## src/rtl/synch_mod_counter.sv

```systemverilog
// Parametrised synchronous modulo-N up/down counter with load, terminal-count and wrap flags.
// Build option: define COUNT_SATURATE_EN to saturate at the range ends instead of wrapping.
module synch_mod_counter #(
    parameter int     WIDTH   = 4,
    parameter longint MODULUS = 16,
    parameter longint RST_VAL = 0
) (
    input  logic             clk,
    input  logic             rst,
    input  logic             en,
    input  logic             dir,
    input  logic             load,
    input  logic [WIDTH-1:0] loadVal,
    output logic [WIDTH-1:0] outBus,
    output logic             tc,
    output logic             wrap
);

    // Illegal parameter combinations stop elaboration.
    if (WIDTH < 1 || WIDTH > 32) begin : g_bad_width
        $error("synch_mod_counter: WIDTH must be in 1..32");
    end
    if (MODULUS < 2 || MODULUS > (longint'(1) << WIDTH)) begin : g_bad_modulus
        $error("synch_mod_counter: MODULUS must be in 2..2**WIDTH");
    end
    if (RST_VAL < 0 || RST_VAL >= MODULUS) begin : g_bad_rst_val
        $error("synch_mod_counter: RST_VAL must be below MODULUS");
    end

    // One extra bit so MODULUS == 2**WIDTH is representable.
    localparam logic [WIDTH:0]   MOD_W  = MODULUS[WIDTH:0];
    localparam logic [WIDTH:0]   LAST_W = MOD_W - (WIDTH+1)'(1);
    localparam logic [WIDTH-1:0] LAST   = LAST_W[WIDTH-1:0];
    localparam logic [WIDTH-1:0] RST_W  = RST_VAL[WIDTH-1:0];
    localparam logic [WIDTH-1:0] ZERO   = '0;

    logic [WIDTH-1:0] count_q, count_d;
    logic             wrap_q,  wrap_d;
    logic             atTop, atBottom;

    assign atTop    = (count_q == LAST);
    assign atBottom = (count_q == ZERO);

    always_comb begin
        count_d = count_q;
        wrap_d  = 1'b0;
        if (load) begin
            count_d = ({1'b0, loadVal} < MOD_W) ? loadVal : LAST;
        end else if (en) begin
            if (dir) begin
                if (atTop) begin
`ifdef COUNT_SATURATE_EN
                    count_d = LAST;
`else
                    count_d = ZERO;
                    wrap_d  = 1'b1;
`endif
                end else begin
                    count_d = count_q + WIDTH'(1);
                end
            end else begin
                if (atBottom) begin
`ifdef COUNT_SATURATE_EN
                    count_d = ZERO;
`else
                    count_d = LAST;
                    wrap_d  = 1'b1;
`endif
                end else begin
                    count_d = count_q - WIDTH'(1);
                end
            end
        end
    end

    always_ff @(posedge clk) begin
        if (rst) begin
            count_q <= RST_W;
            wrap_q  <= 1'b0;
        end else begin
            count_q <= count_d;
            wrap_q  <= wrap_d;
        end
    end

    assign outBus = count_q;
    assign wrap   = wrap_q;
    assign tc     = en & (dir ? atTop : atBottom);

endmodule

```

## config.mk

```make
export PLATFORM = sky130hd
export DESIGN_NAME = synch_mod_counter
export DESIGN_NICKNAME = d
export VERILOG_FILES = /design/src/rtl/synch_mod_counter.sv
export SDC_FILE = /design/constraint.sdc
export NUM_CORES = 1
export LEC_CHECK = 0
export CORE_AREA = 5 5 42 44
export CTS_CLUSTER_SIZE = 14
export DETAILED_ROUTE_END_ITERATION = 7
export DIE_AREA = 0 0 47 49
export MAX_ROUTING_LAYER = met4
export PLACE_DENSITY = 0.58
export SKIP_LAST_GASP = 1
export SLEW_MARGIN = 40
export SYNTH_ARGS = -nofsm -noshare
export SYNTH_HDL_FRONTEND = slang
export SYNTH_SLANG_ARGS = --single-unit
```

## constraint.sdc

```tcl
create_clock -name clk -period 1.5 [get_ports clk]
set_input_delay 0.225 -clock clk [delete_from_list [all_inputs] [get_ports clk]]
set_output_delay 0.225 -clock clk [all_outputs]
set_load 0.005 [all_outputs]
```

# Yosys cells after proc, flatten, opt, wreduce, memory -nomap -nowiden
# Index checks and enable logic that the tools add are counted.
[classes] addsub=2 eq_ne=1 muxes=9 bitwise_logic=2 reduce_logical=3
[op_table] op="$mux W4" n=5
[op_table] op="$add A4 B1 Y4 const B" n=1
[op_table] op="$eq A4 B4 Y1 const B" n=1
[op_table] op="$logic_not A4 Y1" n=1
[op_table] op="$mux W1" n=4
[op_table] op="$sub A4 B1 Y4 const B" n=1
[op_table] op="$reduce_or A3 Y1" n=1
[op_table] op="$reduce_bool A2 Y1" n=1
[op_table] op="$and A1 B1 Y1" n=1
[op_table] op="$not A1 Y1" n=1
[totals] regBits=5 in_bits=9 out_inout_bits=6

# Depth between registers and ports, before layout
[logic_depth] ltp_word=5 ltp_mapped=6 depth_no_buf=6

# Worst setup path before layout
# OpenSTA, ideal clock, no wires.
[synth_path] kind="register to register" start="reg count_q[0] (netlist: outBus[0])" end="reg count_q[3] (netlist: outBus[3])" t_arrival_ns=1.401 required_time_ns=1.421 setup_slack_ns=0.020 stages_incl_launch_ff=6 path_cell_list="dfxtp_1 > inv_1 > ha_1 > or4b_4 > and3b_1 > a211oi_2"
[synth_between] elab_chain_len=5 elab_cells_between_ends=9 classes_between="add/sub (2); eq/ne (1); mux (5); reduce/logical (1)"
[synth_rtl] item="start: declaration" line="37" text="logic [WIDTH-1:0] count_q, count_d;"
[synth_rtl] item="start signal: assignment" line="81" text="count_q <= count_d;"
[synth_rtl] item="$sub A4 B1 Y4 (tied with other cells)" line="70" text="count_d = count_q - WIDTH'(1);"
[synth_rtl] item="$mux W4, on equally long branches" line="62, 51"
[synth_rtl] item="$mux W4 (*)" line="50" text="if (dir) begin"
[synth_rtl] item="$mux W4 (*)" line="49" text="end else if (en) begin"
[synth_rtl] item="$mux W4 (*)" line="47" text="if (load) begin"
# Every way passes the cells marked *; elsewhere a longest branch is shown, timed or not. The select of a mux whose other input is x is not followed.
# A chain may end at the register's enable or synchronous reset.

# Worst setup path in the final report
[layout_path] start="reg count_q[1] (netlist: outBus[1])" end="out tc"
[layout_between] elab_chain_len=3 elab_cells_between_ends=4 classes_between="eq/ne (1); mux (1); bitwise (1); reduce/logical (1)"
[layout_rtl] item="$eq A4 B4 Y1 or $logic_not A4 Y1 (tied branches)" line="41, 42"
[layout_rtl] item="$mux W1 (*)" line="88" text="assign tc = en & (dir ? atTop : atBottom);"
[layout_rtl] item="$and A1 B1 Y1 (*)" line="88"
[layout_rtl] item="end: declaration" line="15" text="output logic tc,"
# Every way passes the cells marked *; elsewhere a longest branch is shown, timed or not.

==> run metrics <==
status complete, but fails checks; failing checks setup timing; # IOs 15; commonest non-fill, non-tap cell in the layout clkdlybuf4s50_1; GRT Total Usage 10.1%; die area 2300 um2; slew margin rel. 84.4%; max-cap viol count 0; capturing element type of the critical path output pin; row count 14; flop and latch count out of synthesis 5; per-cell routed wire length 11.7 um; CTS Sinks 5; CP Buf/Inv Count 2; Netlist cell types 24; Leak Pwr 0.264 nW; worst slew pin tran 233 ps; 1st-pass router iterations 4; final worst setup slack -241 ps; clock skew ~7.6 ps; Via-to-Cell Ratio about 4.6; overall power 0.486 mW; post-DP HPWL approximately 750 um; final period utilization 116%; met2 GRT Util 14.7%; chip height 49 um; delay of the slowest critical-path stage ~470 ps; Net Count, Synth between 50 and 60; fin. max-slew vios 0; cts hold-fix bufs 0; vias in the first global route 384; Overflow after GRT 0; fin area 647 um2; Die W 47 um; layout cell share with drive strength beyond 1 36.6%; DP Area 576 um2; met1 Usage GRT 11.8%; via count 396; final hold slack 566 ps; root buf cell clkbuf_4; WS Path Type reg -> out; Mapped Area 355 um2; arrival time at the worst endpoint 1520 ps; worst-path cell chain inv_2 -> ha_4 -> or4b_4 -> a21oi_2 -> buf_2; peak supply drop 0.518 mV; Hold Path Class in -> reg; CTS clk-pin slew, worst paths ~40 ps; global route hottest layer met2; Final Wtd Congestion 0.760; # nets final 83; initial core utilization 25.4%; Area Growth Syn to Fin 82.0%; DR iter-0 viols 3; ant diodes 0; crit-path max FO 2; WL final 1.02 mm; # DRC 0; cell count after synthesis 44; syn_area_per_cell 8.08 um2; Layout fillers 145; Critical Path RT 1270 ps; Final setup violation count 3; met3 Usage GRT 3.32%; clk_lat worst skew 250 ps; H-tree Lvls 1; final core utilization 46.2%; sequential area share after synthesis between 20% and 30%; TritonCTS buffer count 3; nature of the critical path startpoint flop; slowest CP cell or4b_4; fmax between 500 and 600 MHz; family with the most delay on the worst path simple AND/OR/NAND/NOR gates; largest net degree at the start of global routing 7; first-pass GRT wire length 1.61 mm; Ys Warns 0; minimum clock period 1740 ps; RSZ-0062 raised after global routing true; CTS tree built; clock buffer depth 2; post-route antenna net violation count 0; number of port buffers 14; initial antenna violation count 0; commonest cells after routing, fill and taps aside clkdlybuf4s50_1 (13), buf_4 (10), nand2_1 (5); Hold Fails Final Rpt 0; Pwr Density 752 nW/um2; total core area approximately 1400 um2
## tightest hold or removal path: cells and delay by family
family,cells,cell delay (ps)
compound gates,1,70
simple gates,1,60
buf+inv,1,400
## registers in the layout (all words and copies together), names as in the netlist
| name | flops |
|---|---|
| outBus | 4 |
| wrap | 1 |
## metal layers
| metal | vias to the layer above | wire length [um] |
|---|---|---|
| met5 | - | 0 |
| met4 | 0 | 16 |
| met3 | 2 | 36 |
| met2 | 9 | 511 |
| met1 | 171 | 450 |
| li1 | 214 | - |
## cells in the mapped netlist (all sizes together)
| cell | number | area, um2 |
|---|---|---|
| nor2 | 2 | 7.51 |
| nand2 | 5 | 18.8 |
| a211oi | 1 | 12.5 |
| a21oi | 5 | 28.8 |
| a31oi | 1 | 6.26 |
| and3b | 1 | 8.76 |
| o21bai | 1 | 7.51 |
| o21ai | 3 | 15.0 |
| o31ai | 1 | 7.51 |
| dfxtp | 5 | 100 |
| mux2i | 1 | 10.0 |
| nor3b | 1 | 7.51 |
| or4 | 1 | 7.51 |
| clkbuf | 2 | 7.51 |
| o211ai | 1 | 7.51 |
| nand4 | 1 | 6.26 |
| inv | 4 | 15.0 |
| xnor2 | 2 | 17.5 |
| nor2b | 1 | 6.26 |
| mux2 | 1 | 11.3 |
| or4b | 1 | 13.8 |
| o21a | 1 | 7.51 |
| ha | 2 | 25.0 |
## power breakdown
group / internal [mW] / switching [mW] / total, mW / leakage [nW]
combinational: 0.105 / 0.0699 / 0.175 / 0.207
sequential: 0.144 / 0.00564 / 0.150 / 0.0422
clock: 0.101 / 0.0603 / 0.161 / 0.0150
total: 0.350 / 0.136 / 0.486 / 0.264
## final timing paths
| check | start | end | slack, ps | cells after the start |
|---|---|---|---|---|
| setup / recovery | outBus[1] | tc | -240 | 5 |
| setup reg to reg | outBus[1] | outBus[0] | -170 | 8 |
| hold reg to reg | outBus[3] | wrap | 700 | 3 |
| hold / removal | loadVal[0] | outBus[0] | 570 | 3 |
## per-stage QoR
stage          setup slack (ps)  TNS (ps)  instances
6_report                   -241      -562         87
5_1_grt                    -288      -711         87
4_1_cts                    -226      -553         87
3_5_place_dp               -520     -1150         81
3_3_place_gp               -524     -1200         81
2_1_floorplan              20.1         0         44
## what timing repair did
action | in CTS | in global routing
setup endpoints to repair | 3 | 4
gates resized for setup | 12 | 3
hold endpoints to repair | 0 | 0
pin swaps | 4 | 3
setup buffers | 2 | 1
## cells by family after synthesis
kind of cell	count (synthesis)	share of synthesized area [%]
AOI/OAI and AO/OA	14	26.1
xor gates and xnor gates	2	4.93
adders and majority gates	2	7.04
buffers and inverters	6	6.34
DFF	5	28.2
muxes	2	5.99
and+or+nand+nor	13	21.5
## area by class of cell
| type | count | area [um2] | share of cell area [%] |
|---|---|---|---|
| Clock buffer | 4 | 26.3 | 4.06 |
| Inverter | 4 | 15.0 | 2.32 |
| Multi-Input combinational cell | 33 | 260 | 40.2 |
| Sequential cell | 5 | 104 | 16.1 |
| Tap cell | 16 | 20.0 | 3.09 |
| Timing Repair Buffer | 25 | 221 | 34.2 |
Note: power is estimated with default switching activity, not from simulation.
==> patch 1, RTL diff (config.mk and constraints unchanged) <==
Change the parameter `WIDTH` from 4 to 5.
--- a/src/rtl/synch_mod_counter.sv
+++ b/src/rtl/synch_mod_counter.sv
@@ -1,7 +1,7 @@
 // Parametrised synchronous modulo-N up/down counter with load, terminal-count and wrap flags.
 // Build option: define COUNT_SATURATE_EN to saturate at the range ends instead of wrapping.
 module synch_mod_counter #(
-    parameter int     WIDTH   = 4,
+    parameter int     WIDTH   = 5,
     parameter longint MODULUS = 16,
     parameter longint RST_VAL = 0
 ) (
Ports: changed (resized loadVal and outBus); port bits go from 15 to 17. No check against the original RTL was run, so the function may have changed too.
==> patch 1 against the unedited design <==
- clock skew decreased by 0.0044 ns
- synthesized cell count increased by 14%
- setup slack worse by 0.041 ns
- first-iteration DRC count grew to 4.0 times the old value
- power is 14% higher
- utilization is 9.6 points higher
- largest power group unchanged
- via count increased by 29%
- design area grew 21%
- routed wire length is 26% higher
- sequential cell count rose by 1
- area after synthesis grew 19%
- worst hold slack worse by 0.041 ns
- combinational power up 29%
- highest routed layer is now met3
- the run still ends with setup timing left
==> patch 1: results (changes against the unedited design) <==
[finish]
nonClockInverterCount=5  ; +1
largest_register_ffs=5  ; +1
post-route-util=0.5580  ; +0.09643
multi_input_area_um2=305.3  ; +17%
multi_input_gates=38  ; +15%
seqCellArea_um2=125.1  ; +20%
layout-drive-gt1-share=0.4353  ; +0.06910
buffers=33  ; +32%
fillers=144  ; -0.69%
signal_buffer_area_fraction=0.3712  ; +0.02884

[worst_setup_path]
startpoint=outBus[0]$_SDFFE_PP0P_
r2r_slack_ns=-0.27  ; -0.10 ns
worst-endpoint-arrival_ns=1.56  ; +0.04 ns
reg2reg_depth=7  ; -1

[hold_path]
hold_depth=1  ; -2
min_from=outBus[4]$_SDFFE_PP0P_
hold_class=reg -> reg

[global_route]
met1_usage=0.1278  ; +0.009332
grt_use_met3=0.05535  ; +0.02214
grt_use_met2=0.2149  ; +0.06787
grt_pass1_wl_um=2063  ; +28%
grt_pass1_vias=496  ; +29%
grt_max_degree=10  ; +3

[place]
place_area_um2=683.2  ; +19%
place.port_buffers=16  ; +2
place_congestion=0.7821  ; +3.0%
dp.final_hpwl_um=940.6  ; +25%
place_inst=93  ; +15%
dp_slack_ns=-0.6387  ; -0.1191 ns

[timing]
layout_setup_ws_ns=-0.2819  ; -0.04053 ns
setup_tns_ns=-1.041  ; -0.4787 ns
setup_viol=5  ; +2
finClkSkew_ns=0.003199  ; -0.004428 ns
tightest_slew_ns=0.2852  ; +0.05176 ns

[routing]
maxUsedRoutingLayer=met3
wl_met2_um=705  ; +38%
num_vias=510  ; +29%
firstDrtPassIters=3  ; -1
drt-total-wl_um=1274  ; +26%
m1WireLength_um=507  ; +13%
via_per_inst=5.050  ; +11%
drt_iter0_drc=12  ; +9

[synth]
synth_area_per_cell_um2=8.433  ; +4.4%
ys_seq_area_frac=0.2849  ; +0.003176
synth_ff_type=dfxtp_1
ys_top_cells_by_area=dfxtp_1, o221a_2, ha_1
synth.distinct_cells=27  ; +13%

[clocking]
postCtsSetupBuffers=3  ; +1
clock-root-buffer=clkbuf_4
post_cts_resize_count=9  ; -3
cts.reportedPaths.clkPinSlew_ns=0.05
worstSkewPairLatency_ns=0.24
cts_num_sinks=6  ; +1

[run_status]
violations=setup timing
status=finished with violations

[power_and_ir_drop]
ir_drop_v=0.0005371  ; +3.8%
p_leak_nw=0.3389  ; +28%

==> patch 1: cell count changes in the layout (fill, tap and decap cells not counted), sizes merged, moves of 3 or more <==
cell,before,now
a21oi,5,0
buf,12,18
nor2,2,5
nor3,0,3
o221a,0,3
==> patch 1: cell families (layout without fill, tap and decap cells) <==
family | count (synthesis) | after routing | share of synthesized area
muxes | 1 | 1 | 0.02670
and+or+nand+nor | 23 | 23 | 0.3027
adders and majority gates | 2 | 2 | 0.05934
DFF | 6 | 6 | 0.2849
AOI/OAI and AO/OA | 9 | 9 | 0.1929
buffers and inverters | 6 | 41 | 0.07122
xor gates and xnor gates | 3 | 3 | 0.06233
==> patch 1: report_power, final <==
group | switching, W | leakage (nW) | total [W] | internal [W]
logic | 0.0000864 | 0.274 | 0.000225 | 0.000139
registers | 0.00000765 | 0.0508 | 0.000181 | 0.000173
clock network | 0.0000569 | 0.0138 | 0.000147 | 0.0000904
total | 0.000151 | 0.339 | 0.000553 | 0.000402
==> patch 2, RTL diff (same flow settings) <==
Made on the original files. Remove the register `wrap_q`: a continuous assignment takes its place, so the output `wrap` follows one clock earlier.
--- a/src/rtl/synch_mod_counter.sv
+++ b/src/rtl/synch_mod_counter.sv
@@ -76,12 +76,12 @@
     always_ff @(posedge clk) begin
         if (rst) begin
             count_q <= RST_W;
-            wrap_q  <= 1'b0;
         end else begin
             count_q <= count_d;
-            wrap_q  <= wrap_d;
         end
     end
+
+    assign wrap_q = wrap_d;
 
     assign outBus = count_q;
     assign wrap   = wrap_q;
Check against the original RTL: not equivalent (a bounded check fails within 4 cycles, from zero or initial values and one cycle with rst high).
==> patch 2 against the unedited design <==
- the run still ends with setup timing left
- area after synthesis grew 2.8%
- die area is the same
- non-clock buffer count unchanged
- power shrank 8.0%
- sequential cell count decreased by 1
- setup slack got worse by 0.11 ns
- count of clock-buffer cells in the layout unchanged
- utilization shrank 0.18 points
- routed wire length shrank 1.7%
- first-iteration DRC count decreased by 100%
- design area fell by 0.39%
- critical path type unchanged
- largest power group unchanged
- highest routed layer unchanged
==> patch 2: results (changes against the unedited design) <==
[run_status]
status=finished with violations
violations=setup timing

[worst_setup_path]
worst-endpoint-arrival_ns=1.63  ; +0.11 ns

[finish]
seqAreaFraction=0.1320  ; -0.02850
layout-drive-gt1-share=0.4085  ; +0.04225
fillers=154  ; +6.2%
final_area_um2=644.4  ; -0.39%
multi_input_gates=34  ; +3.0%
clock_area_frac=0.04078  ; +0.0001577
multi_input_area_um2=276.5  ; +6.2%
signal_buffer_area_fraction=0.3398  ; -0.002554

[routing]
wl_per_cell_um=11.47  ; -1.7%
num_vias=404  ; +2.0%
firstDrtPassIters=1  ; -3

[global_route]
grt_max_degree=11  ; +4
grt_pass1_wl_um=1593  ; -0.87%
gr-usage-all-layers=0.09661  ; -0.004399

[timing]
tightest_slew_ns=0.2717  ; +0.03823 ns
setup_viol=4  ; +1
setup_tns_ns=-0.6937  ; -0.1312 ns
layout_setup_ws_ns=-0.3531  ; -0.1118 ns
finClkSkew_ns=0.005101  ; -0.002525 ns

[synth]
synth.distinct_cells=25  ; +4.2%
ys_seq_area_frac=0.2192  ; -0.06251
synth_seq_cells=4  ; -1
ys_top_cells_by_count=a21oi_1, dfxtp_1, inv_1, nand2_1, o21ai_0

[place]
place_congestion=0.7306  ; -3.8%

[patch 2: logic make-up after synthesis]
logic type                 Yosys count  share of synthesized area
AOI/OAI and AO/OA                   14                     0.2774
and+or+nand+nor                     14                     0.2363
muxes                                2                    0.05822
adders and majority gates            2                    0.06848
buffers and inverters                6                    0.09246
DFF                                  4                     0.2192
xor gates and xnor gates             2                    0.04795
[patch 2: worst paths after layout]
check | from | end | slack (ns) | cells past startpoint
min reg2reg | outBus[2]$_SDFFE_PP0P_ | outBus[2]$_SDFFE_PP0P_ | 0.72 | 3
max | outBus[0]$_SDFFE_PP0P_ | wrap | -0.35 | 6
max reg2reg | outBus[0]$_SDFFE_PP0P_ | outBus[0]$_SDFFE_PP0P_ | -0.03 | 7
min | loadVal[2] | outBus[2]$_SDFFE_PP0P_ | 0.62 | 4
[patch 2: metal layers]
layer,track usage,wire length (um)
met5,-,0
met4,0.05530,6
met3,0.01107,37
met2,0.1493,504
met1,0.1160,449
[patch 2: per-stage QoR]
step	setup WS [ns]	std cells
6_report	-0.3531	87
5_1_grt	-0.4040	87
4_1_cts	-0.3690	87
3_5_place_dp	-0.6881	82
3_3_place_gp	-0.6872	82
2_1_floorplan	-0.04657	44
[patch 2: power breakdown]
| group | leakage (nW) | internal (W) | total, W | switching [W] |
|---|---|---|---|---|
| Combinational | 0.207 | 0.000106 | 0.000178 | 0.0000722 |
| Clock | 0.0150 | 0.000100 | 0.000147 | 0.0000472 |
| Sequential | 0.0341 | 0.000116 | 0.000122 | 0.00000553 |
[patch 2: timing repair]
item                       CTS  global route
pin swaps                    3             0
buffers inserted             1             0
resized for setup           11             2
setup endpoints to repair    4             5
gates cloned                 0             0
